`src/rtl/mux_rr_arbiter_if.sv`:
```
// Request/grant bundle between the eight requesters, the round-robin arbiter
// and the 8:1 mux select. Requesters use the master modport; the arbiter uses slave.
interface mux_rr_arbiter_if;
  logic [7:0] req;
  logic       done;
  logic [2:0] sel;
  logic [7:0] gnt;
  logic       valid;
  logic       timeout;

  modport master (output req, done, input sel, gnt, valid, timeout);
  modport slave  (input req, done, output sel, gnt, valid, timeout);
endinterface

```
`src/rtl/mux_rr_arbiter.sv`:
```
// Round-robin arbiter owning the 8:1 mux select, with a one-cycle dead gap between owners.
// Define ARB_TIMEOUT_EN to preempt an owner after MAX_HOLD consecutive grant cycles.
module mux_rr_arbiter #(
  parameter int MAX_HOLD = 16
) (
  input  logic              clk,
  input  logic              rst,
  mux_rr_arbiter_if.slave   bus
);

  typedef enum logic [1:0] {IDLE, GRANT, GAP} state_t;

  state_t     state;
  logic [2:0] ptr;
  logic [2:0] sel;
  logic [7:0] gnt;
  logic       valid;
  logic [2:0] winner;
  logic       any_req;
  logic       at_limit;
  logic       rel;

  if (MAX_HOLD < 2 || MAX_HOLD > 255) begin : g_bad_max_hold
    $error("mux_rr_arbiter: MAX_HOLD must be in 2..255");
  end

  // Downward scan so the requester closest to ptr (mod 8) is the last writer.
  always_comb begin
    winner  = ptr;
    any_req = |bus.req;
    for (int i = 7; i >= 0; i--) begin
      if (bus.req[ptr + 3'(i)]) winner = ptr + 3'(i);
    end
  end

`ifdef ARB_TIMEOUT_EN
  localparam logic [7:0] HOLD_LAST = 8'(MAX_HOLD - 1);
  logic [7:0] hold_cnt;
  logic       timeout_q;

  assign at_limit    = (hold_cnt == HOLD_LAST);
  assign bus.timeout = timeout_q;
`else
  assign at_limit    = 1'b0;
  assign bus.timeout = 1'b0;
`endif

  assign rel = !bus.req[sel] || bus.done || at_limit;

  always_ff @(posedge clk or posedge rst) begin
    if (rst) begin
      state <= IDLE;
      ptr   <= 3'd0;
      sel   <= 3'd0;
      gnt   <= 8'd0;
      valid <= 1'b0;
`ifdef ARB_TIMEOUT_EN
      hold_cnt  <= 8'd0;
      timeout_q <= 1'b0;
`endif
    end else begin
`ifdef ARB_TIMEOUT_EN
      timeout_q <= 1'b0;
`endif
      case (state)
        IDLE, GAP: begin
          if (any_req) begin
            sel   <= winner;
            gnt   <= 8'd1 << winner;
            valid <= 1'b1;
            state <= GRANT;
`ifdef ARB_TIMEOUT_EN
            hold_cnt <= 8'd0;
`endif
          end else begin
            state <= IDLE;
          end
        end
        GRANT: begin
          // sel is kept through the gap so the mux output stays on the old owner.
          if (rel) begin
            gnt   <= 8'd0;
            valid <= 1'b0;
            ptr   <= sel + 3'd1;
            state <= GAP;
`ifdef ARB_TIMEOUT_EN
            timeout_q <= at_limit && bus.req[sel] && !bus.done;
`endif
          end else begin
`ifdef ARB_TIMEOUT_EN
            hold_cnt <= hold_cnt + 8'd1;
`endif
          end
        end
        default: state <= IDLE;
      endcase
    end
  end

  assign bus.sel   = sel;
  assign bus.gnt   = gnt;
  assign bus.valid = valid;

endmodule
```
`src/flat_wrapper.sv`:
```
// flat-port wrapper written by rule: the top's interface ports become plain ports
module mux_rr_arbiter_flat 
#(
  parameter int MAX_HOLD = 16
)
  (clk, rst, bus_req, bus_done, bus_sel, bus_gnt, bus_valid, bus_timeout);
  mux_rr_arbiter_if bus_i ();
  input  logic clk;
  input  logic rst;
  input wire logic [$bits(bus_i.req)-1:0] bus_req;
  input wire logic [$bits(bus_i.done)-1:0] bus_done;
  output wire logic [$bits(bus_i.sel)-1:0] bus_sel;
  output wire logic [$bits(bus_i.gnt)-1:0] bus_gnt;
  output wire logic [$bits(bus_i.valid)-1:0] bus_valid;
  output wire logic [$bits(bus_i.timeout)-1:0] bus_timeout;
  assign bus_i.req = bus_req;
  assign bus_i.done = bus_done;
  assign bus_sel = bus_i.sel;
  assign bus_gnt = bus_i.gnt;
  assign bus_valid = bus_i.valid;
  assign bus_timeout = bus_i.timeout;
  mux_rr_arbiter #(.MAX_HOLD(MAX_HOLD)) u_core (.clk(clk), .rst(rst), .bus(bus_i));
endmodule
```
`config.mk`:
```
export PLATFORM = sky130hd
export DESIGN_NAME = mux_rr_arbiter_flat
export DESIGN_NICKNAME = d
export VERILOG_FILES = /design/src/rtl/mux_rr_arbiter_if.sv /design/src/rtl/mux_rr_arbiter.sv /design/src/flat_wrapper.sv
export SDC_FILE = /design/constraint.sdc
export NUM_CORES = 1
export LEC_CHECK = 0
export ABC_AREA = 1
export BUFFER_PORTS_ARGS = -buffer_cell sky130_fd_sc_hd__buf_2
export CAP_MARGIN = 25
export CORE_ASPECT_RATIO = 1.25
export CORE_MARGIN = 3
export CORE_UTILIZATION = 56
export DETAILED_ROUTE_END_ITERATION = 8
export GPL_TIMING_DRIVEN = 0
export MAX_ROUTING_LAYER = met4
export PLACE_DENSITY = 0.77
export SKIP_CTS_REPAIR_TIMING = 1
export SLEW_MARGIN = 20
export SYNTH_ARGS = -nofsm -noshare
export SYNTH_HDL_FRONTEND = slang
export SYNTH_SLANG_ARGS = --single-unit
```
`constraint.sdc`:
```
create_clock -name clk -period 3 [get_ports clk]
set_clock_uncertainty 0.15 [all_clocks]
set_input_delay 0 -clock clk [delete_from_list [all_inputs] [get_ports clk]]
set_output_delay 0 -clock clk [all_outputs]
set_load 0.01 [all_outputs]
```
==> results summary, run 1 <==
Setup repair after global routing left no endpoint under its margin. The synthesized instance count came out at about 230. The post-synthesis cell type with the largest combined area is sky130_fd_sc_hd__dfrtp_1.

The final layout contains routed wiring with a total length of around 3.4 mm. The clock insertion delay at the later pin of the skew report is slightly below 0.3 ns. Yosys attributes the largest share of cell area to sky130_fd_sc_hd__dfrtp_1 28%, sky130_fd_sc_hd__nand2_1 18%, sky130_fd_sc_hd__nand3_1 11%, sky130_fd_sc_hd__inv_1 7.5%, sky130_fd_sc_hd__nand2_2 7.5%. The maximum number of pins on one net before global-route repair came out at 18.

The number of enable flip-flop cells after synthesis is 0. The number of levels in the clock H-tree came out at 1. The type of element capturing the critical path is a flip-flop. The slew at the pin closest to its max-slew limit came out at a little over 0.6 ns. The number of nets in the layout is ~270.

The total number of placement rows came out at 20. The ratio of final minimum period to clock period came out at 0.865. The worst setup path is launched from a flip-flop. The share of synthesized area spent on multiplexers is 0.

The count of final max-slew check failures is 0. The global routing usage summed across all routing layers came out at 0.237. For the worst setup path, the data arrival time is 2.67 ns. The tightest min-delay check is of the primary input to flip-flop type. By area, the combinational part of the netlist is dominated by simple AND/OR/NAND/NOR gates.

Of the total synthesized cell area, the portion taken by full adders, half adders and majority gates is 0.0249. The final sum of negative setup slack is 0 ns. The half-perimeter wire length after detailed placement is around 2.8 mm. The initial utilization of the core area, before any placement, comes to 0.602. The fraction of the mapped netlist area in compound gates was 0.0889. Traced cell by cell, the critical path runs through inv_2, buf_6, ha_1, inv_1, nand3_1, nand3_2, nand2_2, inv_1, nand2_1, nand2_1, nand2_1, nand2_1, nand2_2, nand2_2, nand2_1, nand2_2, nor2_2, nand3_1, nand2_1. The most numerous cell type found on the critical path is sky130_fd_sc_hd__nand2_1. Based on the critical path, the design can be clocked at up to 385 MHz. Fill cells in the final layout number 236. The die area is roughly 3300 um2. The worst path buffer plus inverter count came out at 4. The number of hold violations in the final report is 0. The detailed-route DRC error count came out at 0. The width of the chip is around 52 um.

Counting every sink on the clock net gives 17. The flow ran to the end, and the final reports show no timing, DRC or antenna violations. The overall via count from detail_route is 1,478. The number of global-route vias before repair came out at between 1,000 and 1,500.

The synthesized flop and latch total is 17. The count of routing violations after the opening detailed-route iteration came out at between 40 and 50. The root buffer cell is sky130_fd_sc_hd__clkbuf_4. The max capacitance violation total is 0. The I/O pin total came out at 24. The CTS tree is done. In the post-synthesis netlist, the cell with the most instances is sky130_fd_sc_hd__nand2_1. The antenna violation net count after detailed routing came out at 0. For the finished layout, the period the worst path requires is around 2.6 ns. The xor and xnor area share after synthesis came out at 0.0166.

The first-pass GRT wire length came out at 5.97 mm. The overall overflow remaining after global route came out at 0. Of the total synthesized cell area, the portion taken by AND, OR, NAND and NOR gates is 0.461. The share of cells above drive strength 1 came out at 0.257.

The stage delay of the slowest cell on the critical path came out at between 0.4 and 0.5 ns. Of the synthesized area, sequential elements account for 0.283. The synthesized cell area is between 1500 and 2000 um2. The worst-path maximum fanout came out at 10. The count of buffers inserted at the top-level ports came out at 22. The congestion estimate from routability-driven global placement came to between 0.8 and 0.9. In this run the vertical extent of the chip is ~64 um. The area of the core came out at ~2500 um2. Buffers inserted during clock tree synthesis total 3. The number of nets handed over by synthesis was 243.

Among all flip-flop cells after synthesis, the most frequent one is sky130_fd_sc_hd__dfrtp_1. The setup-violating endpoint count in the final report is 0. The count of cell types in the netlist is 22. The share of synthesized area in the top cell type comes to 0.283. Sorting the synthesized cells by how often they occur yields 73 x sky130_fd_sc_hd__nand2_1, 33 x sky130_fd_sc_hd__nand3_1, 30 x sky130_fd_sc_hd__inv_1.

For this run, asynchronously set or reset flops after synthesis account for 1.00. In this design, the largest share of critical-path delay is due to simple AND/OR/NAND/NOR gates. The library cell contributing the largest single delay on the critical path is sky130_fd_sc_hd__dfrtp_1.

The number of antenna diodes in the final layout is 0. The warning count from the yosys run came out at 0. The synthesis-to-finish area growth is 13.1%.

The critical path is of the flip-flop to flip-flop type. In this run the tightest slew margin relative to its limit is 0.586. The clock passes through at most 2 buffers.

The average size of a mapped cell came out at approximately 6.6 um2. The routed wire length per instance came out at 11.8 um. The number of iterations in the first detailed-routing pass is 6. The number of antenna violations at the first check in global routing came out at 0.

The data required time at the worst endpoint came out at 3.08 ns. The detailed-route vias per instance came out at roughly 5. Clock-pin slew was measured on the worst setup and hold paths at ~0.09 ns.
area by class of cell:
| type | instances | area [um2] | area share |
|---|---|---|---|
| multi-input cells | 173 | 895 | 0.525 |
| flip-flops and latches | 17 | 425 | 0.250 |
| inverters | 34 | 133 | 0.0779 |
| repair buffers | 24 | 130 | 0.0764 |
| plain buffers | 5 | 52.6 | 0.0309 |
| well taps | 33 | 41.3 | 0.0242 |
| clock buffers | 4 | 26.3 | 0.0154 |
cells in the final DEF, fill, tap and decap left out:
cell / instances
sky130_fd_sc_hd__inv_6: 1
sky130_fd_sc_hd__nand3_2: 10
sky130_fd_sc_hd__xor2_2: 1
sky130_fd_sc_hd__o2111ai_1: 1
sky130_fd_sc_hd__a21oi_1: 10
sky130_fd_sc_hd__ha_1: 3
sky130_fd_sc_hd__buf_4: 1
sky130_fd_sc_hd__nor2_2: 2
sky130_fd_sc_hd__clkbuf_4: 3
sky130_fd_sc_hd__inv_2: 3
sky130_fd_sc_hd__nand2_2: 18
sky130_fd_sc_hd__o21ai_0: 9
sky130_fd_sc_hd__buf_6: 4
sky130_fd_sc_hd__conb_1: 1
sky130_fd_sc_hd__o21ai_1: 3
sky130_fd_sc_hd__nand2_4: 1
sky130_fd_sc_hd__dlygate4sd3_1: 2
sky130_fd_sc_hd__o21bai_1: 2
sky130_fd_sc_hd__inv_1: 30
sky130_fd_sc_hd__nor2_1: 5
sky130_fd_sc_hd__clkbuf_1: 1
sky130_fd_sc_hd__nand2_1: 73
sky130_fd_sc_hd__dfrtp_1: 17
sky130_fd_sc_hd__buf_2: 22
sky130_fd_sc_hd__nand3_1: 33
sky130_fd_sc_hd__xnor2_1: 1
registers in the layout, indices dropped and copies added, names as in the netlist:
signal	count
u_core.bus.gnt	8
u_core.state	2
u_core.bus.sel	3
u_core.bus.valid	1
u_core.ptr	3
worst paths after layout:
path | start | to | slack, ns | cells past startpoint
worst min-delay path | bus_req[0] | u_core.state[0] | 0.07 | 5
worst min register to register | u_core.bus.valid | u_core.bus.valid | 0.33 | 2
worst max-delay path | u_core.ptr[0] | u_core.bus.gnt[3] | 0.41 | 19
worst max register to register | u_core.ptr[0] | u_core.bus.gnt[3] | 0.41 | 19
min in group asynchronous | rst | u_core.state[0] | 0.20 | 3
max in group asynchronous | rst | u_core.ptr[0] | 2.11 | 3
tightest hold or removal path, stage by stage:
cell	delay, ns
sky130_fd_sc_hd__buf_2	0.11
sky130_fd_sc_hd__o21ai_0	0.08
sky130_fd_sc_hd__nand2_1	0.08
sky130_fd_sc_hd__o2111ai_1	0.13
sky130_fd_sc_hd__nand2_1	0.08
stage by stage:
| step | hold slack (ns) | cell area (um2) | worst slack (ns) | util | cells |
|---|---|---|---|---|---|
| 2_1_floorplan | -0.224 | 1510 | 0.761 | - | 229 |
| 3_3_place_gp | -0.0438 | 1660 | 0.452 | 0.662 | 284 |
| 3_5_place_dp | -0.0370 | 1660 | 0.422 | 0.662 | 284 |
| 4_1_cts | -0.365 | 1680 | 0.404 | 0.673 | 288 |
| 5_1_grt | 0.164 | 1700 | 0.141 | 0.681 | 290 |
| 6_report | 0.0698 | 1700 | 0.406 | 0.681 | 290 |
layer usage:
metal,part of all wire,global-route usage
met1,0.44,0.283
met5,0,-
met3,0.020,0.0256
met2,0.51,0.398
met4,0.023,0.0990
cells by family after synthesis:
kind of cell	Yosys count
other	1
AO/OA/AOI/OAI	25
buffers and inverters	39
XOR/XNOR	2
flip-flops	17
adder cells (fa/ha/maj)	3
AND/OR/NAND/NOR	142
Power of run 1 is left out: the tool's default activity adds up to more than one toggle a clock period on the data nets, which glitch-free logic cannot reach.
==> run 2, diff against run 1 <==
Clock period 3 ns to 2.7 ns, I/O delays scaled along.
==> results summary, run 2 (synthesis gave the netlist of run 1 again) <==
The final critical delay including setup and external delays came out at 2.44 ns (-0.151 ns). The register area is 427 um2 (+0.29%). The stage delay of the slowest cell on the critical path came out at 0.41 ns (-0.02 ns). The area of the multi-input gates came to 897 um2 (+0.28%).

The slowest stage of the critical path belongs to the cell sky130_fd_sc_hd__ha_2. The worst path buffer plus inverter count came out at 3 (-1). The I/O pin total is 24 (unchanged). The clock insertion delay at the later pin of the skew report came out at 0.29 ns (about the same).

The number of nets in the layout came out at 272 (unchanged). The floorplan die height is 64.0 um (unchanged). The width of the chip came out at 52.4 um (unchanged).

The count of buffers inserted at the top-level ports is 22 (unchanged). The die area is 3350 um2 (unchanged). STA classifies the critical path startpoint as a flip-flop. The total number of placement rows came out at 20 (unchanged). The overall via count from detail_route was 1,481 (+0.20%). The number of levels in the clock H-tree came out at 1 (unchanged). The library cells used most frequently in the layout, excluding fill and tap cells, are 73 x sky130_fd_sc_hd__nand2_1, 33 x sky130_fd_sc_hd__nand3_1, 29 x sky130_fd_sc_hd__inv_1. The flip-flop count of the largest register after layout is 8 (unchanged). The worst-case hold path end point is u_core.state[0].

The worst setup path is captured at a flip-flop. The largest registers in the layout are u_core.bus.gnt x8, u_core.bus.sel x3, u_core.ptr x3. The launch point of the worst reg-to-reg path is u_core.ptr[1]. The register-to-register setup slack is 0.26 ns (-0.15 ns).

The number of antenna violations at the first check in global routing is 0 (unchanged). The arrival time reported for the critical path endpoint came out at 2.52 ns (-0.15 ns). The cell count of the worst hold path was 5 (unchanged). The antenna violation net count after detailed routing is 0 (unchanged). The clock buffer count from CTS is 3 (unchanged). The count of final max-slew check failures is 0 (unchanged). The first-pass GRT wire length came out at 5.97 mm (unchanged). The clock transition at the registers of the reported paths was 0.09 ns (about the same). The detailed-route DRC error count is 0 (unchanged). The area of the core is 2500 um2 (unchanged).

The maximum number of pins on one net before global-route repair is 18 (unchanged). The share of cells above drive strength 1 came out at 0.268 (+0.0117). The number of hold violations in the final report is 0 (unchanged). The final wirelength came out at 3.45 mm (+0.99%).

The max capacitance violation total came out at 0 (unchanged). The number of inserted diodes came out at 0 (unchanged). The count of routing violations after the opening detailed-route iteration came out at 44 (+7.3%).

Leaving out fill and tap cells, the most frequent cell in the layout is sky130_fd_sc_hd__nand2_1. The TritonCTS sink count came out at 17 (unchanged). The maximum buffer depth of the clock tree is 2 (unchanged).

The worst-path maximum fanout came out at 9 (-1). u_core.bus.gnt holds more flip-flops than any other register. The number of global-route vias before repair is 1,409 (unchanged). The setup path with the least slack is of type flip-flop to flip-flop. On the critical path the largest part of the delay comes from simple AND/OR/NAND/NOR gates. The run finished with clean final reports. The data required time at the worst endpoint came out at 2.78 ns (-0.30 ns). The worst hold path begins at bus_req[0]. The headroom to the max-slew limit is 0.587 (+0.00136). TritonCTS built the clock tree. The final sum of negative setup slack came to 0 ns (unchanged). The routed wire length per instance came out at 11.9 um (+0.99%). The setup-violating endpoint count in the final report is 0 (unchanged).

Among the stages of the critical path, the cell type that occurs most often is sky130_fd_sc_hd__nand2_1. The detailed-route vias per instance came out at 5.11 (+0.20%). The overall overflow remaining after global route was 0 (unchanged). The synthesis-to-finish area growth is 13.4%. The ratio of final minimum period to clock period came out at 0.905 (+0.0400). The number of iterations in the first detailed-routing pass came out at 4 (-2). The initial core utilization is 0.602 (unchanged). Setup repair after global routing left no endpoint under its margin.

In this run the critical register-to-register path is captured at u_core.bus.gnt[3]. The number of cells on the worst reg-to-reg path came out at 19 (unchanged). The cell sitting at the root of the clock tree is a sky130_fd_sc_hd__clkbuf_4. The highest attainable clock frequency was 409 MHz (+6.2%). The last weighted congestion value of the routability-driven placer is 0.872 (unchanged). The global routing usage summed across all routing layers came out at 0.237 (unchanged).

The type of the worst min-delay path is primary input to flip-flop. Walking the worst path, the cells encountered are buf_6, inv_6, ha_2, inv_2, nand3_1, nand3_2, nand2_2, nand2_1, nand2_1, nand2_1, nand2_1, nand2_1, nand2_2, nand2_2, nand2_1, nand2_2, nor2_2, nand3_1, nand2_1. The slew at the pin closest to its max-slew limit came out at 0.618 ns (-0.00204 ns).

The final-layout fill cell count came to 237 (+0.42%). The half-perimeter wire length after detailed placement came out at 2.80 mm (unchanged).
==> run 2: per-stage QoR <==
step | instance area (um2) | utilization | hold WS, ns | std cells | setup WS, ns
final | 1710 | 0.682 | 0.0728 | 290 | 0.257
after global routing | 1710 | 0.682 | 0.164 | 290 | 0.0187
after CTS | 1680 | 0.673 | -0.365 | 288 | 0.104
after detailed placement | 1660 | 0.662 | -0.0370 | 284 | 0.122
after global placement | 1660 | 0.662 | -0.0438 | 284 | 0.152
after floorplan | 1510 | - | -0.224 | 229 | 0.461
==> run 2: area by class of cell <==
cell class	instances	area share
plain buffers	5	0.0308
repair buffers	24	0.0762
inverters	34	0.0777
flip-flops and latches	17	0.250
multi-input cells	173	0.526
clock buffers	4	0.0154
well taps	33	0.0242
==> run 2: layer usage <==
layer | GRT usage | share of wire | vias up
li1 | - | - | 786
met1 | 0.283 | 0.43 | 658
met2 | 0.398 | 0.52 | 30
met3 | 0.0256 | 0.027 | 7
met4 | 0.0990 | 0.019 | 0
met5 | - | 0 | -
==> run 2: worst max-delay path by stage <==
| stage | startpoint | endpoint | slack [ns] | cells after the start |
|---|---|---|---|---|
| 3_3_place_gp | u_core.ptr[0] | u_core.bus.gnt[3] | 0.15 | 19 |
| 3_5_place_dp | u_core.ptr[0] | u_core.bus.gnt[3] | 0.12 | 19 |
| 4_1_cts | u_core.ptr[0] | u_core.bus.gnt[3] | 0.10 | 19 |
| 2_1_floorplan | u_core.ptr[0] | u_core.bus.gnt[2] | 0.46 | 18 |
| 5_1_grt | u_core.ptr[0] | u_core.bus.gnt[2] | 0.02 | 18 |
| 6_report | u_core.ptr[1] | u_core.bus.gnt[3] | 0.26 | 19 |
==> run 2: worst reg2reg max path: stages, from the launching register on <==
cell and delay [ns]:
sky130_fd_sc_hd__dfrtp_1 0.37, sky130_fd_sc_hd__buf_6 0.16, sky130_fd_sc_hd__inv_6 0.07, sky130_fd_sc_hd__ha_2 0.41, sky130_fd_sc_hd__inv_2 0.10, sky130_fd_sc_hd__nand3_1 0.14, sky130_fd_sc_hd__nand3_2 0.12, sky130_fd_sc_hd__nand2_2 0.08
sky130_fd_sc_hd__nand2_1 0.05, sky130_fd_sc_hd__nand2_1 0.05, sky130_fd_sc_hd__nand2_1 0.04, sky130_fd_sc_hd__nand2_1 0.05, sky130_fd_sc_hd__nand2_1 0.05, sky130_fd_sc_hd__nand2_2 0.08, sky130_fd_sc_hd__nand2_2 0.05, sky130_fd_sc_hd__nand2_1 0.07
sky130_fd_sc_hd__nand2_2 0.07, sky130_fd_sc_hd__nor2_2 0.12, sky130_fd_sc_hd__nand3_1 0.08, sky130_fd_sc_hd__nand2_1 0.08
Power of run 2 is left out for the same reason.
